--- config.mk ---
export PLATFORM = sky130hd
export DESIGN_NAME = spi_receiver
export DESIGN_NICKNAME = d
export VERILOG_FILES = /design/src/rtl/spi_pkg.sv /design/src/rtl/spi_sync.sv /design/src/rtl/spi_receiver.sv
export SDC_FILE = /design/constraint.sdc
export NUM_CORES = 1
export LEC_CHECK = 0
export BUFFER_PORTS_ARGS = -buffer_cell sky130_fd_sc_hd__clkbuf_2
export CELL_PAD_IN_SITES_DETAIL_PLACEMENT = 1
export CELL_PAD_IN_SITES_GLOBAL_PLACEMENT = 1
export CORE_MARGIN = 4
export CORE_UTILIZATION = 45
export CTS_BUF_LIST = sky130_fd_sc_hd__clkbuf_4 sky130_fd_sc_hd__clkbuf_8 sky130_fd_sc_hd__clkbuf_16
export CTS_CLUSTER_SIZE = 10
export DETAILED_ROUTE_END_ITERATION = 8
export PLACE_DENSITY_LB_ADDON = 0.1
export SLEW_MARGIN = 20
export SYNTH_ARGS = -nofsm -noshare
export SYNTH_HDL_FRONTEND = slang
export SYNTH_SLANG_ARGS = --single-unit
export TNS_END_PERCENT = 5
--- constraint.sdc ---
create_clock -name clk_100 -period 1.8 [get_ports clk_100]
set_input_delay 0 -clock clk_100 [delete_from_list [all_inputs] [get_ports clk_100]]
set_output_delay 0 -clock clk_100 [all_outputs]
set_load 0.02 [all_outputs]
--- src/rtl/spi_pkg.sv ---
// Shared SPI receiver types: FSM state encoding and SPI mode constants.
// Mode number is {CPOL, CPHA}; the helper maps it to the sampling SCK edge.
package spi_pkg;

    typedef enum logic {
        IDLE  = 1'b0,
        SHIFT = 1'b1
    } state_t;

    localparam int SPI_MODE0 = 0;
    localparam int SPI_MODE1 = 1;
    localparam int SPI_MODE2 = 2;
    localparam int SPI_MODE3 = 3;

    function automatic logic mode_samples_rise(input int mode);
        case (mode)
            SPI_MODE0, SPI_MODE3: return 1'b1;
            SPI_MODE1, SPI_MODE2: return 1'b0;
            default:              return 1'b1;
        endcase
    endfunction

endpackage

--- src/rtl/spi_sync.sv ---
// Two-flop synchronizer for one asynchronous link signal, reset to P_RST_VAL.
// Latency: 2 clk_100 cycles. No backpressure.
module spi_sync #(
    parameter logic P_RST_VAL = 1'b0
) (
    input  logic clk_100,
    input  logic a_rst,
    input  logic d,
    output logic q
);

    logic meta;

    always_ff @(posedge clk_100 or negedge a_rst) begin
        if (!a_rst) begin
            meta <= P_RST_VAL;
            q    <= P_RST_VAL;
        end else begin
            meta <= d;
            q    <= meta;
        end
    end

endmodule

--- src/rtl/spi_receiver.sv ---
// SPI slave receiver: oversamples SCK/MOSI/CS on clk_100 and emits words with valid/ready.
// Latency: 4 clk_100 cycles from the final sampling SCK pin edge to valid.
// Backpressure: a word completing while valid && !ready is dropped and overrun pulses.
module spi_receiver
    import spi_pkg::*;
#(
    parameter int P_DATA_WIDTH = 8,
    parameter int P_CS_POLAR   = 0,
    parameter int P_CPOL       = 0,
    parameter int P_CPHA       = 0,
    parameter int P_MSB_FIRST  = 1
) (
    input  logic                    clk_100,
    input  logic                    a_rst,
    input  logic                    SCK,
    input  logic                    MOSI,
    input  logic                    CS,
    output logic [P_DATA_WIDTH-1:0] data,
    output logic                    valid,
    input  logic                    ready,
    output logic                    overrun,
    output logic                    frame_err
);

    localparam int             CW          = $clog2(P_DATA_WIDTH + 1);
    localparam logic           CS_ACT      = (P_CS_POLAR != 0);
    localparam logic           SCK_IDLE    = (P_CPOL != 0);
    localparam logic           SAMPLE_RISE = mode_samples_rise(P_CPOL * 2 + P_CPHA);
    localparam logic [CW-1:0]  LAST_BIT    = CW'(P_DATA_WIDTH - 1);

    logic sck_s, mosi_s, cs_s, sck_d;
    logic cs_act, sample_edge;
    logic frame_start, frame_stop;
    logic word_done;
    logic [CW-1:0]           bit_cnt;
    logic [P_DATA_WIDTH-1:0] shreg, shreg_nxt;
    state_t                  state, state_nxt;

    spi_sync #(.P_RST_VAL(SCK_IDLE)) u_sync_sck  (.clk_100(clk_100), .a_rst(a_rst), .d(SCK),  .q(sck_s));
    spi_sync #(.P_RST_VAL(1'b0))     u_sync_mosi (.clk_100(clk_100), .a_rst(a_rst), .d(MOSI), .q(mosi_s));
    spi_sync #(.P_RST_VAL(~CS_ACT))  u_sync_cs   (.clk_100(clk_100), .a_rst(a_rst), .d(CS),   .q(cs_s));

    assign cs_act      = (cs_s == CS_ACT);
    assign sample_edge = SAMPLE_RISE ? (sck_s & ~sck_d) : (~sck_s & sck_d);

    generate
        if (P_MSB_FIRST != 0) begin : g_msb
            assign shreg_nxt = {shreg[P_DATA_WIDTH-2:0], mosi_s};
        end else begin : g_lsb
            assign shreg_nxt = {mosi_s, shreg[P_DATA_WIDTH-1:1]};
        end
    endgenerate

    always_ff @(posedge clk_100 or negedge a_rst) begin
        if (!a_rst) state <= IDLE;
        else        state <= state_nxt;
    end

    always_comb begin
        state_nxt   = state;
        frame_start = 1'b0;
        frame_stop  = 1'b0;
        case (state)
            IDLE: if (cs_act) begin
                state_nxt   = SHIFT;
                frame_start = 1'b1;
            end
            SHIFT: if (!cs_act) begin
                state_nxt  = IDLE;
                frame_stop = 1'b1;
            end
            default: state_nxt = IDLE;
        endcase
    end

    // The word is read from shreg one cycle after the final sample; the next
    // sampling edge is at least four clk_100 cycles away, so shreg is still intact.
    always_ff @(posedge clk_100 or negedge a_rst) begin
        if (!a_rst) begin
            sck_d     <= SCK_IDLE;
            bit_cnt   <= '0;
            shreg     <= '0;
            word_done <= 1'b0;
            frame_err <= 1'b0;
        end else begin
            sck_d     <= sck_s;
            word_done <= 1'b0;
            frame_err <= 1'b0;
            if (frame_start) begin
                bit_cnt <= '0;
                shreg   <= '0;
            end else if (frame_stop) begin
                frame_err <= (bit_cnt != '0);
                bit_cnt   <= '0;
            end else if (state == SHIFT && sample_edge) begin
                shreg <= shreg_nxt;
                if (bit_cnt == LAST_BIT) begin
                    bit_cnt   <= '0;
                    word_done <= 1'b1;
                end else begin
                    bit_cnt <= bit_cnt + CW'(1);
                end
            end
        end
    end

    always_ff @(posedge clk_100 or negedge a_rst) begin
        if (!a_rst) begin
            data    <= '0;
            valid   <= 1'b0;
            overrun <= 1'b0;
        end else begin
            overrun <= 1'b0;
            if (word_done) begin
                if (valid && !ready) begin
                    overrun <= 1'b1;
                end else begin
                    data  <= shreg;
                    valid <= 1'b1;
                end
            end else if (valid && ready) begin
                valid <= 1'b0;
            end
        end
    end

endmodule

==> results.cfg, run 1 <==
[status]
outcome = finished clean

[power]
power_frac_clock = 0.282
power_density_mw_per_mm2 = 996
total_power_mw = 1.54
netSwitchingPower_mw = 0.426
swShare = 0.276
p_leak_nw = 0.795
p_int_mw = 1.11
pwr-share-comb = 0.156
power_frac_seq = 0.563
ir_worst_vdd_uv = 622

[setup_path]
worstSetupPathType = register to register
crit_path_top_delay_cell = dfstp_2
timing.rr.start = u_sync_cs.q
cp-start-kind = register
r2r_cells = 5
arrival_ps = 1950
crit_chain = inv_1, ha_1, or2_4, a2111oi_2, o21bai_1
r2r_end = bit_cnt[0]
end_kind = register
critPathMaxFanout = 4
max_stage_delay_ps = 570
cp_data_required_time_ps = 2060
r2r_slack_ps = 110

[routing]
wire_per_inst_microns = 14.9
drt_iter0_drc = 20
vias_per_cell = 5.26
first_pass_iters = 2
antenna_left = 0
drc = 0
drt-total-wl_microns = 2290
vias = 810

[cts]
ctsLongestPathBuffers = 2
root_buffer = clkbuf_4
clock-sinks = 32
cts_tree = yes
clk_latency_ps = 340
htreeDepth = 2
clk_pin_slew_ps = 100
cts_buffers = 5

[synthesis]
ys.warnings.count = 0
ys_ff_latch = 32
synth.distinct_cells = 24
synth_cells = 94
syn_area_sq_mm = 0.00131
seq_area_frac_synth = 0.616
syn_avg_cell_area_sq_um = 13.9
syn-num-nets = 105

[global_routing]
grt_pass1_vias = 897
grt_max_degree = 33
grt_use_total = 0.147
grt_pass1_wl_microns = 3920
gr-total-overflow = 0
grt_antenna_before_repair = 0

[cells_and_area]
nFillCells = 289
areaGrowthSynthToFinish_pct = 18.6
multiInputGateArea_sq_um = 488
layout_commonest_cell = dfrtp_1
final_cell_mix = dfrtp_1, mux2_2, clkbuf_2
register_area_sq_um = 803
layout-drive-gt1-share = 0.390
final_nets = 133
fin_cells = 154
final_util = 0.561
antenna_cells = 0
finish.instance_area_sq_mm = 0.00155

[sta]
fmax_mhz = 593
final.period_utilization = 0.937
rsz0062_at_grt = false
setup_tns_ps = 0
timing.final.ws_setup_ps = 113
setup_viol = 0
period_minus_slack_ps = 1690
hold_violations = 0
slew_headroom = 0.495
hold_ws_ps = 252
worst_pin_slew_ps = 757
slew_violations = 0
skew_ps = 9.87

[floorplanning]
die_area_sq_mm = 0.00383
rows = 19
chipWidth_microns = 61.9
io_pins = 17
core_sq_mm = 0.00276
initial_core_util = 0.473
die_y_microns = 61.9

[run]
cap_viol_max_count = 0

[place]
dpl_worst_slack_ps = 76.6
port_buffers = 16
dpl.hpwl_microns = 1550
globalplace.congestion = 0.731
post_dp_cell_area_sq_mm = 0.00143
placed_cells = 141

[hold_path]
hp-class = primary input to asynchronous set/reset pin
Yosys cell counts (all sizes together):
cell / instances / share of area
a2111oi: 1 / 0.0067
a21oi: 2 / 0.016
a22o: 1 / 0.0067
a32o: 2 / 0.015
and3b: 1 / 0.0067
clkbuf: 1 / 0.0029
dfrtp: 30 / 0.58
dfstp: 2 / 0.040
ha: 5 / 0.048
inv: 5 / 0.014
mux2: 16 / 0.14
mux2i: 1 / 0.0077
nand2: 4 / 0.012
nand2b: 2 / 0.0096
nand3: 1 / 0.0038
nand3b: 1 / 0.0086
nor2: 5 / 0.014
nor2b: 9 / 0.043
nor4b: 1 / 0.0067
o21bai: 1 / 0.0058
o2bb2ai: 1 / 0.0067
or2: 2 / 0.012
logic make-up (layout without fill, tap and decap cells):
| family | Yosys count | in the layout | share of synthesized area |
|---|---|---|---|
| flip-flops | 32 | 32 | 0.616 |
| AND/OR/NAND/NOR | 26 | 26 | 0.116 |
| multiplexers | 17 | 17 | 0.146 |
| AO/OA/AOI/OAI | 8 | 8 | 0.0575 |
| buffers and inverters | 6 | 35 | 0.0173 |
| adder cells (fa/ha/maj) | 5 | 5 | 0.0479 |
registers in the layout (all words and copies together), names as in the netlist:
| signal | flops |
|---|---|
| frame_err | 1 |
| word_done | 1 |
| overrun | 1 |
| u_sync_mosi.q | 1 |
| state | 1 |
| shreg | 8 |
| valid | 1 |
| sck_d | 1 |
| data | 8 |
| u_sync_sck.q | 1 |
| u_sync_cs.meta | 1 |
| u_sync_cs.q | 1 |
| u_sync_sck.meta | 1 |
| bit_cnt | 4 |
| u_sync_mosi.meta | 1 |
area by class of cell:
class / instances / area share
clock buffer: 6 / 0.0331
inverter: 5 / 0.0121
multi-input combinational: 56 / 0.315
tap: 31 / 0.0251
timing repair buffer: 22 / 0.0889
clock inverter: 2 / 0.00647
sequential: 32 / 0.519
power groups by stage:
stage                     sequential, mW  clock [mW]  combinational (mW)
after floorplan                    0.869           0               0.157
after global placement             0.874           0               0.214
after detailed placement           0.880           0               0.227
after CTS                          0.866       0.452               0.237
after global routing               0.878       0.489               0.268
final                              0.867       0.434               0.240
metal layers:
metal / global-route usage / vias up / wire length (microns)
met5: 0 / - / 0
met4: 0.0727 / 0 / 55
met3: 0.0620 / 7 / 132
met2: 0.247 / 18 / 1130
met1: 0.161 / 410 / 977
li1: - / 375 / -
worst max-delay path: cells and delay by family, from the launching register on:
| kind | cells | cell delay [ps] |
|---|---|---|
| AND/OR/NAND/NOR | 1 | 260 |
| flip-flops | 1 | 570 |
| buffers and inverters | 1 | 70 |
| adder cells (fa/ha/maj) | 1 | 220 |
| AO/OA/AOI/OAI | 2 | 500 |
repair_timing:
action / CTS / global route
endpoints found under the hold margin: 35 / 0
gates resized for setup: 0 / 3
endpoints found under the setup margin: 0 / 1
setup buffers: 0 / 0
hold buffers: 5 / 0
how the worst max path moves through the flow:
| stage | depth (start not counted) | to | from |
|---|---|---|---|
| 2_1_floorplan | 5 | bit_cnt[0] | u_sync_cs.q |
| 3_5_place_dp | 5 | bit_cnt[0] | u_sync_cs.q |
| 4_1_cts | 5 | bit_cnt[0] | u_sync_cs.q |
| 6_report | 5 | bit_cnt[0] | u_sync_cs.q |
| 3_3_place_gp | 5 | bit_cnt[0] | u_sync_cs.q |
| 5_1_grt | 5 | bit_cnt[0] | u_sync_cs.q |
Note: power is estimated with default switching activity, not from simulation.
==> run 2: changes to the inputs <==
RECOVER_POWER = 100   (was not set)
==> run 2 against run 1 <==
Compared with the run above: non-clock buffer count unchanged; clock power is essentially flat; power down 0.27%; register-to-register slack about the same; flip-flop and latch count unchanged; worst setup slack worse by 7.6 ps; critical path depth shrank 2; sequential share of layout area grew 0.81 points; global-route usage is the same; clock-buffer cell count stayed put; utilization fell by 0.86 points; critical path type unchanged; critical endpoint is now shreg[6]; highest routed layer unchanged.
==> results.cfg, run 2 (synthesis gave the netlist of run 1 again) <==
[routing]
first_pass_iters = 2
drt-total-wl_microns = 2310
vias_per_cell = 5.26
drt_iter0_drc = 19
wire_per_inst_microns = 15.0
vias = 810
antenna_left = 0
drc = 0

[floorplanning]
initial_core_util = 0.473
rows = 19
io_pins = 17
die_area_sq_mm = 0.00383
chipWidth_microns = 61.9
die_y_microns = 61.9
core_sq_mm = 0.00276

[setup_path]
arrival_ps = 1920
r2r_cells = 3
startpoint = state
cp_data_required_time_ps = 2020
critPathMaxFanout = 8
cp-start-kind = register
timing.rr.start = state
worstSetupPathType = register to register
end_kind = register

[power]
power_frac_clock = 0.283
pwr-share-comb = 0.153
power_frac_seq = 0.564
netSwitchingPower_mw = 0.425
ir_worst_vdd_uv = 621
swShare = 0.277
p_int_mw = 1.11
power_density_mw_per_mm2 = 1010
p_leak_nw = 0.755

[sta]
worst_pin_slew_ps = 759
slew_violations = 0
rsz0062_at_grt = false
setup_viol = 0
setup_tns_ps = 0
slew_headroom = 0.494
fmax_mhz = 590
skew_ps = 9.81
period_minus_slack_ps = 1700
hold_violations = 0
final.period_utilization = 0.942
timing.final.ws_setup_ps = 105
hold_ws_ps = 252

[cts]
ctsLongestPathBuffers = 2
postCtsSetupRepairBufs = 0
clock-sinks = 32
cts_tree = yes
cts_buffers = 5
root_buffer = clkbuf_4
clk_latency_ps = 340
htreeDepth = 2
clk_pin_slew_ps = 100

[place]
dpl.hpwl_microns = 1550
placed_cells = 141
globalplace.congestion = 0.731
dpl_worst_slack_ps = 76.6
port_buffers = 16

[cells_and_area]
areaGrowthSynthToFinish_pct = 16.8
final_nets = 133
layout-drive-gt1-share = 0.301
antenna_cells = 0
nFillCells = 295
final_cell_mix = dfrtp_1, mux2_2, clkbuf_1
layout_commonest_cell = dfrtp_1
largestRegisters = data x8, shreg x8, bit_cnt x4
fin_cells = 154

[run]
cap_viol_max_count = 0

[global_routing]
grt_max_degree = 33
grt_use_total = 0.147
grt_pass1_vias = 897
gr-total-overflow = 0
grt_pass1_wl_microns = 3920
grt_antenna_before_repair = 0

[hold_path]
hp-class = primary input to asynchronous set/reset pin

[status]
outcome = finished clean
run 2: power by group through the flow:
stage / Combinational, mW / Sequential, mW / Clock [mW]
after global placement: 0.214 / 0.874 / 0
after CTS: 0.237 / 0.866 / 0.452
final: 0.235 / 0.867 / 0.434
after detailed placement: 0.227 / 0.880 / 0
after floorplan: 0.157 / 0.869 / 0
after global routing: 0.263 / 0.878 / 0.489
run 2: path summary, 6_finish.rpt:
check	end	slack, ps
hold / removal	overrun	250
min in group clk_100	u_sync_cs.meta	300
setup reg to reg	shreg[6]	100
max in group asynchronous	data[7]	1060
setup / recovery	shreg[6]	100
hold reg to reg	u_sync_sck.q	360
run 2: area by class of cell:
class | count | area [sq um] | area share
clock inverter | 2 | 10.0 | 0.00657
inverter | 5 | 18.8 | 0.0123
timing repair buffer | 22 | 124 | 0.0813
sequential | 32 | 803 | 0.527
multi-input combinational | 56 | 478 | 0.314
clock buffer | 6 | 51.3 | 0.0337
tap | 31 | 38.8 | 0.0255
run 2: critical path, stage by stage, from the launching register on:
cell and delay [ps]:
dfrtp_1 450, or2_2 330, a21oi_2 410, mux2_2 390
run 2: what timing repair did:
| item | CTS | global route |
|---|---|---|
| gates resized for setup | 0 | 3 |
| endpoints found under the setup margin | 0 | 1 |
| hold buffers | 5 | 0 |
| endpoints found under the hold margin | 35 | 0 |
run 2: per-layer routing:
| layer | up-vias | share of wire | wire (microns) | GRT usage |
|---|---|---|---|---|
| met5 | - | 0 | 0 | 0 |
| met2 | 18 | 0.49 | 1130 | 0.247 |
| met4 | 0 | 0.023 | 53 | 0.0727 |
| li1 | 375 | - | - | - |
| met1 | 410 | 0.43 | 994 | 0.161 |
| met3 | 7 | 0.060 | 138 | 0.0620 |
run 2: per-stage QoR:
stage / area [sq um] / power [mW] / utilization
after floorplan: 1310 / 1.03 / -
after global placement: 1430 / 1.09 / 0.518
after detailed placement: 1430 / 1.11 / 0.518
after CTS: 1540 / 1.56 / 0.558
after global routing: 1520 / 1.63 / 0.553
final: 1520 / 1.54 / 0.553
